`config.mk`:
```
export PLATFORM = sky130hd
export DESIGN_NAME = lth_serial
export DESIGN_NICKNAME = d
export VERILOG_FILES = /design/src/rtl/lth_serial.sv
export SDC_FILE = /design/constraint.sdc
export NUM_CORES = 1
export LEC_CHECK = 0
export ABC_AREA = 0
export CORE_MARGIN = 3
export CORE_UTILIZATION = 53
export CTS_BUF_LIST = sky130_fd_sc_hd__clkbuf_16
export CTS_CLUSTER_SIZE = 10
export DETAILED_ROUTE_END_ITERATION = 8
export PLACE_DENSITY_LB_ADDON = 0.08
export SYNTH_ARGS = -nofsm -noshare
export SYNTH_HDL_FRONTEND = slang
export SYNTH_SLANG_ARGS = --single-unit
```
`constraint.sdc`:
```
create_clock -name clk -period 3.4 [get_ports clk]
set_clock_uncertainty 0.2 [all_clocks]
set_input_delay 0.85 -clock clk [delete_from_list [all_inputs] [get_ports clk]]
set_output_delay 0.85 -clock clk [all_outputs]
set_load 0.05 [all_outputs]
```
`src/rtl/lth_serial.sv`:
```
// Bit-serial signed less-than / equality comparator.
// Scans captured operands MSB-first, one bit per clock, and pulses done with r = (x < y), eq = (x == y).
module lth_serial #(
  parameter int WIDTH = 8
) (
  input  logic                    clk,
  input  logic                    rst_n,
  input  logic                    start,
  input  logic signed [WIDTH-1:0] x,
  input  logic signed [WIDTH-1:0] y,
  output logic                    busy,
  output logic                    done,
  output logic                    r,
  output logic                    eq
);

  localparam int CNT_W = (WIDTH > 1) ? $clog2(WIDTH) : 1;

  typedef enum logic [1:0] {
    ST_IDLE,
    ST_RUN,
    ST_DONE
  } state_t;

  typedef enum logic [1:0] {
    DEC_UND,
    DEC_LT,
    DEC_GT
  } dec_t;

  state_t                    state, state_nxt;
  dec_t                      dec, dec_step;
  logic        [CNT_W-1:0]   cnt;
  logic signed [WIDTH-1:0]   xs, ys;
  logic                      accept;
  logic                      last_bit;
  logic                      sign_bit;

  // The sign bit weighs negatively, so its verdict is inverted relative to lower bits.
  function automatic dec_t next_dec(input dec_t cur, input logic is_sign,
                                    input logic xb, input logic yb);
    dec_t res;
    res = cur;
    if (cur == DEC_UND && xb != yb) begin
      if (is_sign) res = xb ? DEC_LT : DEC_GT;
      else         res = xb ? DEC_GT : DEC_LT;
    end
    return res;
  endfunction

  assign accept   = (state == ST_IDLE) && start;
  assign last_bit = (cnt == '0);
  assign sign_bit = (cnt == CNT_W'(WIDTH - 1));
  assign dec_step = next_dec(dec, sign_bit, xs[cnt], ys[cnt]);

  always_comb begin
    state_nxt = state;
    case (state)
      ST_IDLE: if (start)    state_nxt = ST_RUN;
      ST_RUN:  if (last_bit) state_nxt = ST_DONE;
      ST_DONE:               state_nxt = ST_IDLE;
      default:               state_nxt = ST_IDLE;
    endcase
  end

  always_ff @(posedge clk) begin
    if (!rst_n) begin
      state <= ST_IDLE;
      busy  <= 1'b0;
      done  <= 1'b0;
      cnt   <= '0;
      dec   <= DEC_UND;
      r     <= 1'b0;
      eq    <= 1'b0;
    end else begin
      state <= state_nxt;
      busy  <= (state_nxt != ST_IDLE);
      done  <= (state_nxt == ST_DONE);
      if (accept) begin
        cnt <= CNT_W'(WIDTH - 1);
        dec <= DEC_UND;
      end else if (state == ST_RUN) begin
        dec <= dec_step;
        if (last_bit) begin
          r  <= (dec_step == DEC_LT);
          eq <= (dec_step == DEC_UND);
        end else begin
          cnt <= cnt - CNT_W'(1);
        end
      end
    end
  end

  // Operand capture is pure data and carries no reset.
  always_ff @(posedge clk) begin
    if (accept) begin
      xs <= x;
      ys <= y;
    end
  end

endmodule

```
Word level (Yosys, flattened, before mapping)
Cells that the tools add are included.
- flip-flop bits (word level): 27
- bits of input ports: 19
- word-level logic and storage cells: 44
- $add $sub $neg: 1
- $lt $le $gt $ge: 1
- equal/unequal tests: 6
- multiplexer cells: 14
- bitwise logic cells: 2
- reduce and logical (&&, ||, !) cells: 11
- operator list (cell ; number):
    $mux 2 ; 6
    $mux 3 ; 3
    $bmux 1 s3 ; 2
    $logic_not 2->1 ; 3
    $eq 2x1->1 const B ; 2
    $lt 3x4->1 const B ; 1
    $pmux 2 s2 ; 1
    $reduce_bool 2->1 ; 2
    $eq 3x3->1 const B ; 1
    $logic_not 3->1 ; 1
    $reduce_and 3->1 ; 1
    $sub 3x1->3 const B ; 1
    $eq 2x2->1 const B ; 1
    $logic_and 1x1->1 ; 2
    $mux 1 ; 2
    $ne 2x2->1 const B ; 1
    $not 1->1 ; 2
    $reduce_and 2->1 ; 1
    $reduce_or 2->1 ; 1
    $ne 1x1->1 ; 1

Logic depth before layout (Yosys ltp)
Gate-level depths: netlist (run 1).
- word-level depth: 6
- depth in mapped cells: 7
- depth with buffers taken out: 6

Least setup slack after synthesis (run 1)
No wires, ideal clock.
- kind: in2reg
- start: input port start
- end: register xs[0] (enable)
- library setup time: 0.394 ns
- arrival time: 1.747 ns
- setup slack: 1.059 ns
- cell stages on the path: 2
- buffers on the path: 0
- path through: nand2b_1 nor2_1
- longest elaborated chain between the ends: 1
- ends and longest elaborated chain (item ; RTL line ; RTL):
    start: declaration ; 8 ; input logic start,
    $logic_and 1x1->1 ; 51 ; assign accept = (state == ST_IDLE) && start;
    net accept ; 35 ; logic accept;
    end signal: assignment ; 97 ; xs <= x;
    end: declaration ; 34 ; logic signed [WIDTH-1:0] xs, ys;
The timed path passes the listed nets, and every way through them passes these cells.
A chain may end at the register's enable or synchronous reset.

Final worst setup path (run 1)
- start: register eq
- end: output port eq
- RTL lines (item ; RTL line ; RTL):
    start: declaration ; 14 ; output logic eq
    start signal: assignment ; 86 ; eq <= (dec_step == DEC_UND);
No word-level cell between the ends.

==> results of run 1 <==
-- per-layer routing --
metal	GRT usage [%]	up-vias	wire length (um)
li1	-	364	-
met1	20.6	319	776
met2	27.3	24	972
met3	3.66	2	112
met4	6.38	0	13
met5	0	-	0
-- area by class of cell --
type | count | area [sq um]
sequential | 27 | 701
fill | 133 | 531
multi-input combinational | 52 | 435
timing repair buffer | 23 | 228
clock buffer | 3 | 75.1
tap | 27 | 33.8
inverter | 4 | 15.0
clock inverter | 1 | 3.75
-- state kept, by name, indices dropped and copies added, names as in the netlist --
signal,count
cnt,3
dec,2
done,1
xs,8
state,2
busy,1
eq,1
ys,8
r,1
-- report_power, final --
part / leakage [uW] / switching, uW / internal (uW) / total (uW)
clock network: 0.0000423 / 102 / 157 / 260
logic: 0.000269 / 84.9 / 86.6 / 172
registers: 0.000243 / 25.1 / 380 / 406
total: 0.000555 / 212 / 624 / 837
-- worst paths after layout --
kind                 end  cells past startpoint  slack [ns]   start
setup reg to reg  dec[0]                      4        1.32  cnt[1]
hold / removal        eq                      2        0.31      eq
setup / recovery      eq                      1        0.96      eq
hold reg to reg       eq                      2        0.31      eq
-- cell families after synthesis --
kind of cell             Yosys count
XOR/XNOR                           2
adder cells (fa/ha/maj)            3
AO/OA/AOI/OAI                     14
multiplexers                       9
flip-flops                        27
AND/OR/NAND/NOR                   24
buffers and inverters              6
-- cell usage after synthesis, types with 2 or more instances --
cell      instances  area [sq um]
edfxtp_1         16           480
inv_1             4          15.0
mux2i_1           5          50.1
nand2b_1          2          12.5
o21a_1            3          22.5
nor3b_1           2          15.0
o21ai_0           2          10.0
mux4_2            3          67.6
ha_1              3          37.5
and2_1            2          12.5
o311a_1           2          20.0
nand2_1           6          22.5
a31oi_1           2          12.5
nor2b_1           3          18.8
dfxtp_1          11           220
nor2_1            6          22.5
-- metrics by stage --
stage	util [%]	std cells	area (sq um)	setup slack [ns]	hold slack (ns)
4_1_cts	73.8	137	1490	0.953	0.306
3_5_place_dp	69.9	133	1410	0.878	0.282
5_1_grt	73.8	137	1490	0.924	0.330
6_report	73.8	137	1490	0.962	0.305
3_3_place_gp	69.9	133	1410	0.976	0.292
2_1_floorplan	-	85	1170	1.06	0.265
==> reports/results.tsv, run 1 <==
stage	metric	value	unit
timing	Fin. Hold Viols	0	
cts	CTS buffer count	3	
critical_path	Critical path buffers and inverters	1	
route	wire per inst	13.7	um
timing	f_max	410	MHz
cells_and_area	Layout Nets	133	
yosys	XOR/XNOR Fraction of Synth Area	1.50	%
yosys	Simple-Gate Fraction of Synth Area	10.8	%
timing	Rel. slew slack	66.6	%
yosys	post-synthesis compound-gate area fraction	9.76	%
cells_and_area	Area Overhead vs Synth	27.9	%
floorplanning	I/O pins	23	
yosys	warnings from Yosys	0	
timing	Final Slew Violations	0	
cts	H-tree depth	1	
yosys	syn avg cell area	13.7	sq um
floorplanning	Core Region	0.00202	sq mm
critical_path	worst stage delay on the critical path	0.80	ns
cts	CTS tree	yes	
route	DRC errors left	0	
critical_path	Startpoint Class	flip-flop	
cts	CTS root buffer	clkbuf_16	
cells_and_area	layout cell share with drive strength beyond 1	8.18	%
global_route	first-pass GRT wire length	3240	um
critical_path	data arrival time of the worst path	1.39	ns
yosys	cells after synthesis	85	
cts	Worst-Skew Late Latency	0.26	ns
global_route	vias in the first global route	711	
yosys	synthesized area	0.00117	sq mm
power	pwr dens	561	mW/mm^2
critical_path	CP max stage cell	clkdlybuf4s50_1	
global_route	initial antenna violation count	0	
floorplanning	starting density of the core	57.7	%
placement	IO buf count	22	
floorplanning	# rows	16	
cts	Clock Pin Slew Worst Setup and Hold Paths	0.06	ns
power	Max VDD drop	0.373	mV
route	DR pass1 iterations	4	
critical_path	CP Data Required Time	2.35	ns
timing	Final period util	71.7	%
critical_path	CP Cell Sequence	clkdlybuf4s50_1	
cts	postcts setup bufs	0	
cells_and_area	# diodes	0	
yosys	EDFF count, synth	16	
floorplanning	die area	0.00280	sq mm
yosys	Async SR Flop Fraction	0	%
cts	CTS Sinks	27	
route	ANT nets after route	0	
global_route	pin count of the biggest net entering global routing	21	
yosys	Main synth FF type	edfxtp_1	
timing	final setup fails	0	
yosys	mux share of post-synthesis cell area	12.0	%
route	DRT Wirelength	1880	um
route	routed vias/inst	5.18	
critical_path	top cell family by delay on the critical path	buffers and inverters	
critical_path	crit path kind	flip-flop to output port	
cells_and_area	commonest non-fill, non-tap cell in the layout	clkdlybuf4s50_1	
outcome	status	completed	
critical_path	critical-path maximum fanout	2	
yosys	post-synth net total	107	
floorplanning	Die Y-Extent	52.9	um
global_route	Tot GR Track Use	16.4	%
timing	RSZ-0062 raised after global routing	false	
yosys	share of the yosys chip area belonging to registers	60.1	%
timing	Tightest Pin Transition	0.488	ns
timing	TNS Setup	0	ns
cells_and_area	most frequent cells in the layout	clkdlybuf4s50_1, edfxtp_1, dfxtp_1, nor2_1, nand2_1	
route	initial DRC count	18	
power	Final Power	837	uW
placement	DP HPWL	1380	um
yosys	main combinational cell family by area after synthesis	multiplexers	
cts	CTS max path bufs	2	
yosys	Seq cells post-synth	27	
min_path	Hold Path Class	flip-flop to flip-flop	
cts	post-CTS sizing	0	
global_route	aggregate global routing overflow	0	
critical_path	CP Capture Type	output port	
power	LEAKAGE	0.000555	uW
route	total number of vias	709	
floorplanning	Die X	52.9	um
cts	Post-CTS Hold Fix Bufs	0	
timing	fin crit period	2.44	ns
yosys	Adder-Cell Fraction of Synth Area	3.22	%
flow_run	max cap viols	0	
placement	placer congestion estimate	0.795	
yosys	Distinct cells, synth	29	
Power figures use the tool's default switching activity.
==> run 2, diff against run 1 <==
Settings changed: CORE_ASPECT_RATIO set to 1.75, CORE_UTILIZATION 53 to 49.
Clock period 3.4 ns to 2.5 ns, I/O delays scaled along.
==> run 2 against run 1 <==
  * Cell area shrank 0.25%
  * Clock power grew 33%
  * Register-to-register slack lost 0.87 ns
  * Critical path depth unchanged
  * First-iteration DRC count down 11%
  * Worst hold slack lost 0.0062 ns
  * Routed wire length did not move
  * Power increased by 35%
  * Sequential power is 36% higher
  * Highest routed layer unchanged
==> reports/results.tsv, run 2 (synthesized netlist as in run 1, its figures left out) <==
stage	metric	value	unit	change
outcome	status	completed		
cells_and_area	# diodes	0		unchanged
cts	CTS tree	yes		
route	wire per inst	14.0	um	+2.2%
floorplanning	die area	0.00302	sq mm	+8.0%
route	routed vias/inst	5.49		+6.1%
critical_path	critical-path maximum fanout	2		unchanged
route	total number of vias	736		+3.8%
timing	Fin. Hold Viols	0		unchanged
cells_and_area	final core occ	68.4	%	-5.4 points
placement	Inst Count DP	130		-2.3%
cts	post-CTS sizing	0		unchanged
floorplanning	starting density of the core	53.6	%	-4.0 points
critical_path	CP Capture Type	output port		
critical_path	CP Cell Sequence	clkdlybuf4s50_1		
timing	fin crit period	2.20	ns	
cts	Worst-Skew Late Latency	0.25	ns	about the same
route	DRC errors left	0		unchanged
timing	RSZ-0062 raised after global routing	false		
timing	final setup fails	0		unchanged
power	combinational power share	20.5	%	about the same
cts	CTS max path bufs	2		unchanged
critical_path	Critical path buffers and inverters	1		unchanged
placement	placer congestion estimate	0.778		-2.2%
timing	Tightest Pin Transition	0.487	ns	-0.000957 ns
floorplanning	Die Y-Extent	70.5	um	+33%
critical_path	critical path depth	1		unchanged
power	Power Internal	849	uW	+36%
cts	CTS root buffer	clkbuf_16		
timing	TNS Setup	0	ns	unchanged
cells_and_area	Layout Nets	133		unchanged
cells_and_area	commonest non-fill, non-tap cell in the layout	clkdlybuf4s50_1		
critical_path	top cell family by delay on the critical path	buffers and inverters		
power	clock power share	30.5	%	-0.5 points
floorplanning	Core Region	0.00217	sq mm	+7.5%
global_route	vias in the first global route	789		+11%
cts	Clock Pin Slew Worst Setup and Hold Paths	0.06	ns	about the same
floorplanning	Die X	42.9	um	-19%
global_route	first-pass GRT wire length	3230	um	-0.22%
route	Metal-1 WL	665	um	-14%
cells_and_area	Area Overhead vs Synth	27.6	%	
route	initial DRC count	16		-2
flow_run	max cap viols	0		unchanged
cells_and_area	layout cell share with drive strength beyond 1	8.18	%	unchanged
global_route	Tot GR Track Use	14.0	%	-2.4 points
cts	H-tree depth	1		unchanged
global_route	pin count of the biggest net entering global routing	21		unchanged
power	Max VDD drop	0.794	mV	+110%
placement	IO buf count	22		unchanged
cts	Post-CTS Hold Fix Bufs	0		unchanged
route	Top Layer Used	met4		
global_route	aggregate global routing overflow	0		unchanged
power	power share of the sequential group	49.0	%	+0.5 points
power	Sw Share	24.8	%	-0.60 points
route	DR pass1 iterations	3		-1
floorplanning	I/O pins	23		unchanged
timing	f_max	455	MHz	
timing	Final period util	87.9	%	
cts	postcts setup bufs	0		unchanged
cells_and_area	Largest regs	xs (8), ys (8), cnt (3)		
critical_path	data arrival time of the worst path	1.37	ns	-0.02 ns
power	pwr dens	758	mW/mm^2	+35%
power	LEAKAGE	0.000555	uW	unchanged
critical_path	reg2reg end	dec[0]		
placement	DP HPWL	1450	um	+5.1%
min_path	Hold Path Class	flip-flop to flip-flop		
route	routed wl met2	1120	um	+15%
critical_path	Reg2Reg Depth	4		unchanged
cts	CTS Sinks	27		unchanged
critical_path	Critical Path Source	eq		
critical_path	Startpoint Class	flip-flop		
floorplanning	# rows	22		+6
route	met3 routed WL	76	um	-32%
cells_and_area	most frequent cells in the layout	clkdlybuf4s50_1, edfxtp_1, dfxtp_1, nor2_1, nand2_1		
critical_path	R2R Path Start	cnt[1]		
critical_path	R2R setup slack	0.45	ns	-0.87 ns
critical_path	worst stage delay on the critical path	0.80	ns	about the same
critical_path	crit path kind	flip-flop to output port		
critical_path	CP Data Required Time	1.67	ns	-0.68 ns
power	switching power	280	uW	+32%
route	DRT Wirelength	1880	um	unchanged
cts	CTS buffer count	3		unchanged
timing	Rel. slew slack	66.7	%	about the same
critical_path	CP max stage cell	clkdlybuf4s50_1		
critical_path	Critical Path End	eq		
route	ANT nets after route	0		unchanged
placement	pre-CTS setup slack	0.209	ns	-0.669 ns
global_route	initial antenna violation count	0		unchanged
timing	Final Slew Violations	0		unchanged
timing	worst setup margin	0.303	ns	-0.660 ns
cells_and_area	Post-Layout Cell Count	134		-2.2%
-- run 2: cell counts in the layout (fill, tap and decap cells not counted) --
No cell type changed its count.
-- run 2: cell type report --
type,count,area [sq um]
Clock buffer,3,75.1
Clock inverter,1,3.75
Fill cell,174,687
Inverter,4,15.0
Multi-Input combinational cell,52,435
Sequential cell,27,701
Tap cell,24,30.0
Timing Repair Buffer,23,228
-- run 2: power by group through the flow --
| stage | logic, uW | clock network [uW] | registers (uW) |
|---|---|---|---|
| 2_1_floorplan | 151 | 0 | 574 |
| 3_3_place_gp | 228 | 0 | 561 |
| 3_5_place_dp | 232 | 0 | 563 |
| 4_1_cts | 234 | 354 | 554 |
| 5_1_grt | 254 | 372 | 560 |
| 6_report | 231 | 345 | 553 |
-- run 2: how the worst min path moves through the flow --
stage	startpoint	cells after the start	end
after floorplan	state[1]	1	state[0]
after global placement	eq	2	eq
after detailed placement	eq	2	eq
after CTS	eq	2	eq
after global routing	eq	2	eq
final	eq	2	eq
-- run 2: per-stage QoR --
stage | cell area (sq um) | power (uW) | hold slack, ns
floorplan | 1170 | 725 | 0.265
global placement | 1410 | 789 | 0.275
detailed placement | 1410 | 795 | 0.273
CTS | 1490 | 1140 | 0.301
global route | 1490 | 1190 | 0.342
finish | 1490 | 1130 | 0.299
-- run 2: per-layer routing --
layer | track usage, % | up-vias
li1 | - | 367
met1 | 13.5 | 346
met2 | 26.4 | 21
met3 | 3.56 | 2
met4 | 6.23 | 0
met5 | 0 | -
==> run 3, diff against run 2 <==
Settings changed: CTS_CLUSTER_SIZE 10 to 25, HOLD_SLACK_MARGIN set to 0.02.
==> results of run 3 <==
Final layout, timing and power as in run 2 (identical DEF).
==> edit, RTL diff (config.mk and constraints of run 3) <==
Set the parameter `WIDTH` to 16 (it was 8).
--- a/src/rtl/lth_serial.sv
+++ b/src/rtl/lth_serial.sv
@@ -1,7 +1,7 @@
 // Bit-serial signed less-than / equality comparator.
 // Scans captured operands MSB-first, one bit per clock, and pulses done with r = (x < y), eq = (x == y).
 module lth_serial #(
-  parameter int WIDTH = 8
+  parameter int WIDTH = 16
 ) (
   input  logic                    clk,
   input  logic                    rst_n,
Interface: changed (resized x and y); port bits go from 23 to 39. The function was not compared with the original's and may differ.
==> edit against run 3 <==
  * Maximum frequency decreased by 1.5%
  * Sequential power is 62% higher
  * Non-clock buffer count grew 20
  * Final area grew 64%
  * Via count increased by 51%
  * Area after synthesis rose by 57%
  * Total power is 74% higher
  * Worst setup slack got worse by 0.035 ns
  * Sequential cell count grew 17
  * Core utilization up 1.9 points
  * Wire length is 64% higher
==> edit: results (changes against run 3) <==
- Vias in the first global route: 1,222 (was 789)
- DR WL/cell: 14.9 um (was 14.0 um)
- Post-synth top cells: 32 x edfxtp_1, 12 x dfxtp_1, 10 x nand2_1 (was 16 x edfxtp_1, 11 x dfxtp_1, 6 x nand2_1, 6 x nor2_1, 5 x mux2i_1)
- Port buffer count: 38 (was 22)
- Post-synth EDFFs: 32 (was 16)
- Nets: 198 (was 133)
- Crit-path slowest cell: clkdlybuf4s50_1 (unchanged)
- Initial DRC Count: 18 (was 16)
- Drt pass-1 iters: 6 (was 3)
- Status: finished clean (unchanged)
- Hpwl dp: 2380 um (was 1450 um)
- Worst r2r src: cnt[0]$_SDFFE_PN0P_ (was cnt[1]$_SDFFE_PN0P_)
- Biggest regs: xs x16, ys x16, cnt x4 (was xs x8, ys x8, cnt x3)
- Crit-path max FO: 2 (unchanged)
- Synth warn: 0 (unchanged)
- Layout cell share with drive strength beyond 1: 15.4% (was 8.18%)
- CTS Buffer Depth: 2 (unchanged)
- Pre-CTS setup slack: 0.283 ns (was 0.209 ns)
- Clock-pin transition on the worst setup and hold timing paths: 0.06 ns (about the same)
- First-pass GRT wire length: 5430 um (was 3230 um)
- Worst IR drop on VDD: 0.000602 V (was 0.000794 V)
- Worst Tran Pin Value: 0.592 ns (was 0.487 ns)
- CTS H-tree lvls: 2 (was 1)
- Leakage: 0.866 nW (was 0.555 nW)
- Seq/Total Area, Yosys: 65.6% (was 60.1%)
- Hold depth: 2 (unchanged)
- Hold Crit Class: reg2reg (unchanged)
- Gpl congestion: 0.787 (was 0.778)
- GRT Resource Usage Total: 16.7% (was 14.0%)
- Worst Path Arrival: 1.41 ns (was 1.37 ns)
- R2R cell count: 7 (was 4)
- Ranking of synthesized cells by area: edfxtp_1 52%, dfxtp_1 13%, mux4_2 8.6% (was edfxtp_1 41%, dfxtp_1 19%, mux4_2 5.8%)
- Clock latency on the worst-skew pair: 0.28 ns (was 0.25 ns)
- Minimum clock period after layout: 2.23 ns (was 2.20 ns)
- R2r setup slk: 0.29 ns (was 0.45 ns)
- Library cells used by synthesis: 35 (was 29)
- Worst r2r dst: dec[1]$_SDFFE_PP0P_ (was dec[0]$_SDFFE_PP0P_)
- Synthesized net count: 153 (was 107)
- Vias: 1,111 (was 736)
- CP delay by family, top: buffers and inverters (unchanged)
- Area after DPL: 2280 um2 (was 1410 um2)
- CTS Buf Count: 5 (was 3)
- CP peak stage delay: 0.80 ns (about the same)
edit: logic make-up (layout without fill, tap and decap cells):
| logic type | count (synthesis) | count (layout) | synth area share (%) |
|---|---|---|---|
| buf+inv | 10 | 56 | 2.60 |
| mux | 12 | 12 | 13.8 |
| fa+ha+maj | 2 | 2 | 1.37 |
| flops | 44 | 44 | 65.6 |
| compound gates | 16 | 16 | 6.29 |
| xor+xnor | 5 | 5 | 2.80 |
| simple gates | 27 | 27 | 7.52 |
edit: area by class of cell:
| type | instances | area (um2) |
|---|---|---|
| timing repair buffer | 43 | 418 |
| multi-input combinational | 62 | 582 |
| tap | 45 | 56.3 |
| clock buffer | 5 | 125 |
| inverter | 5 | 18.8 |
| fill | 232 | 1030 |
| sequential | 44 | 1200 |
| clock inverter | 3 | 38.8 |
edit: report_power, final:
group / leakage, nW / switching (W) / internal (W)
combinational: 0.376 / 0.000163 / 0.000187
sequential: 0.405 / 0.0000427 / 0.000855
clock: 0.0850 / 0.000245 / 0.000465
edit: layer usage:
metal | vias to the layer above | GRT usage (%) | routed length, um
met2 | 50 | 30.8 | 1830
met1 | 533 | 16.7 | 1000
met3 | 5 | 4.80 | 187
met4 | 0 | 7.44 | 59
li1 | 523 | - | -
met5 | - | 0 | 0
edit: metrics by stage:
stage                     hold slack, ns  cells
after floorplan                    0.266    116
after global routing               0.308    207
after CTS                          0.264    207
after global placement             0.248    199
after detailed placement           0.256    199
final                              0.253    207
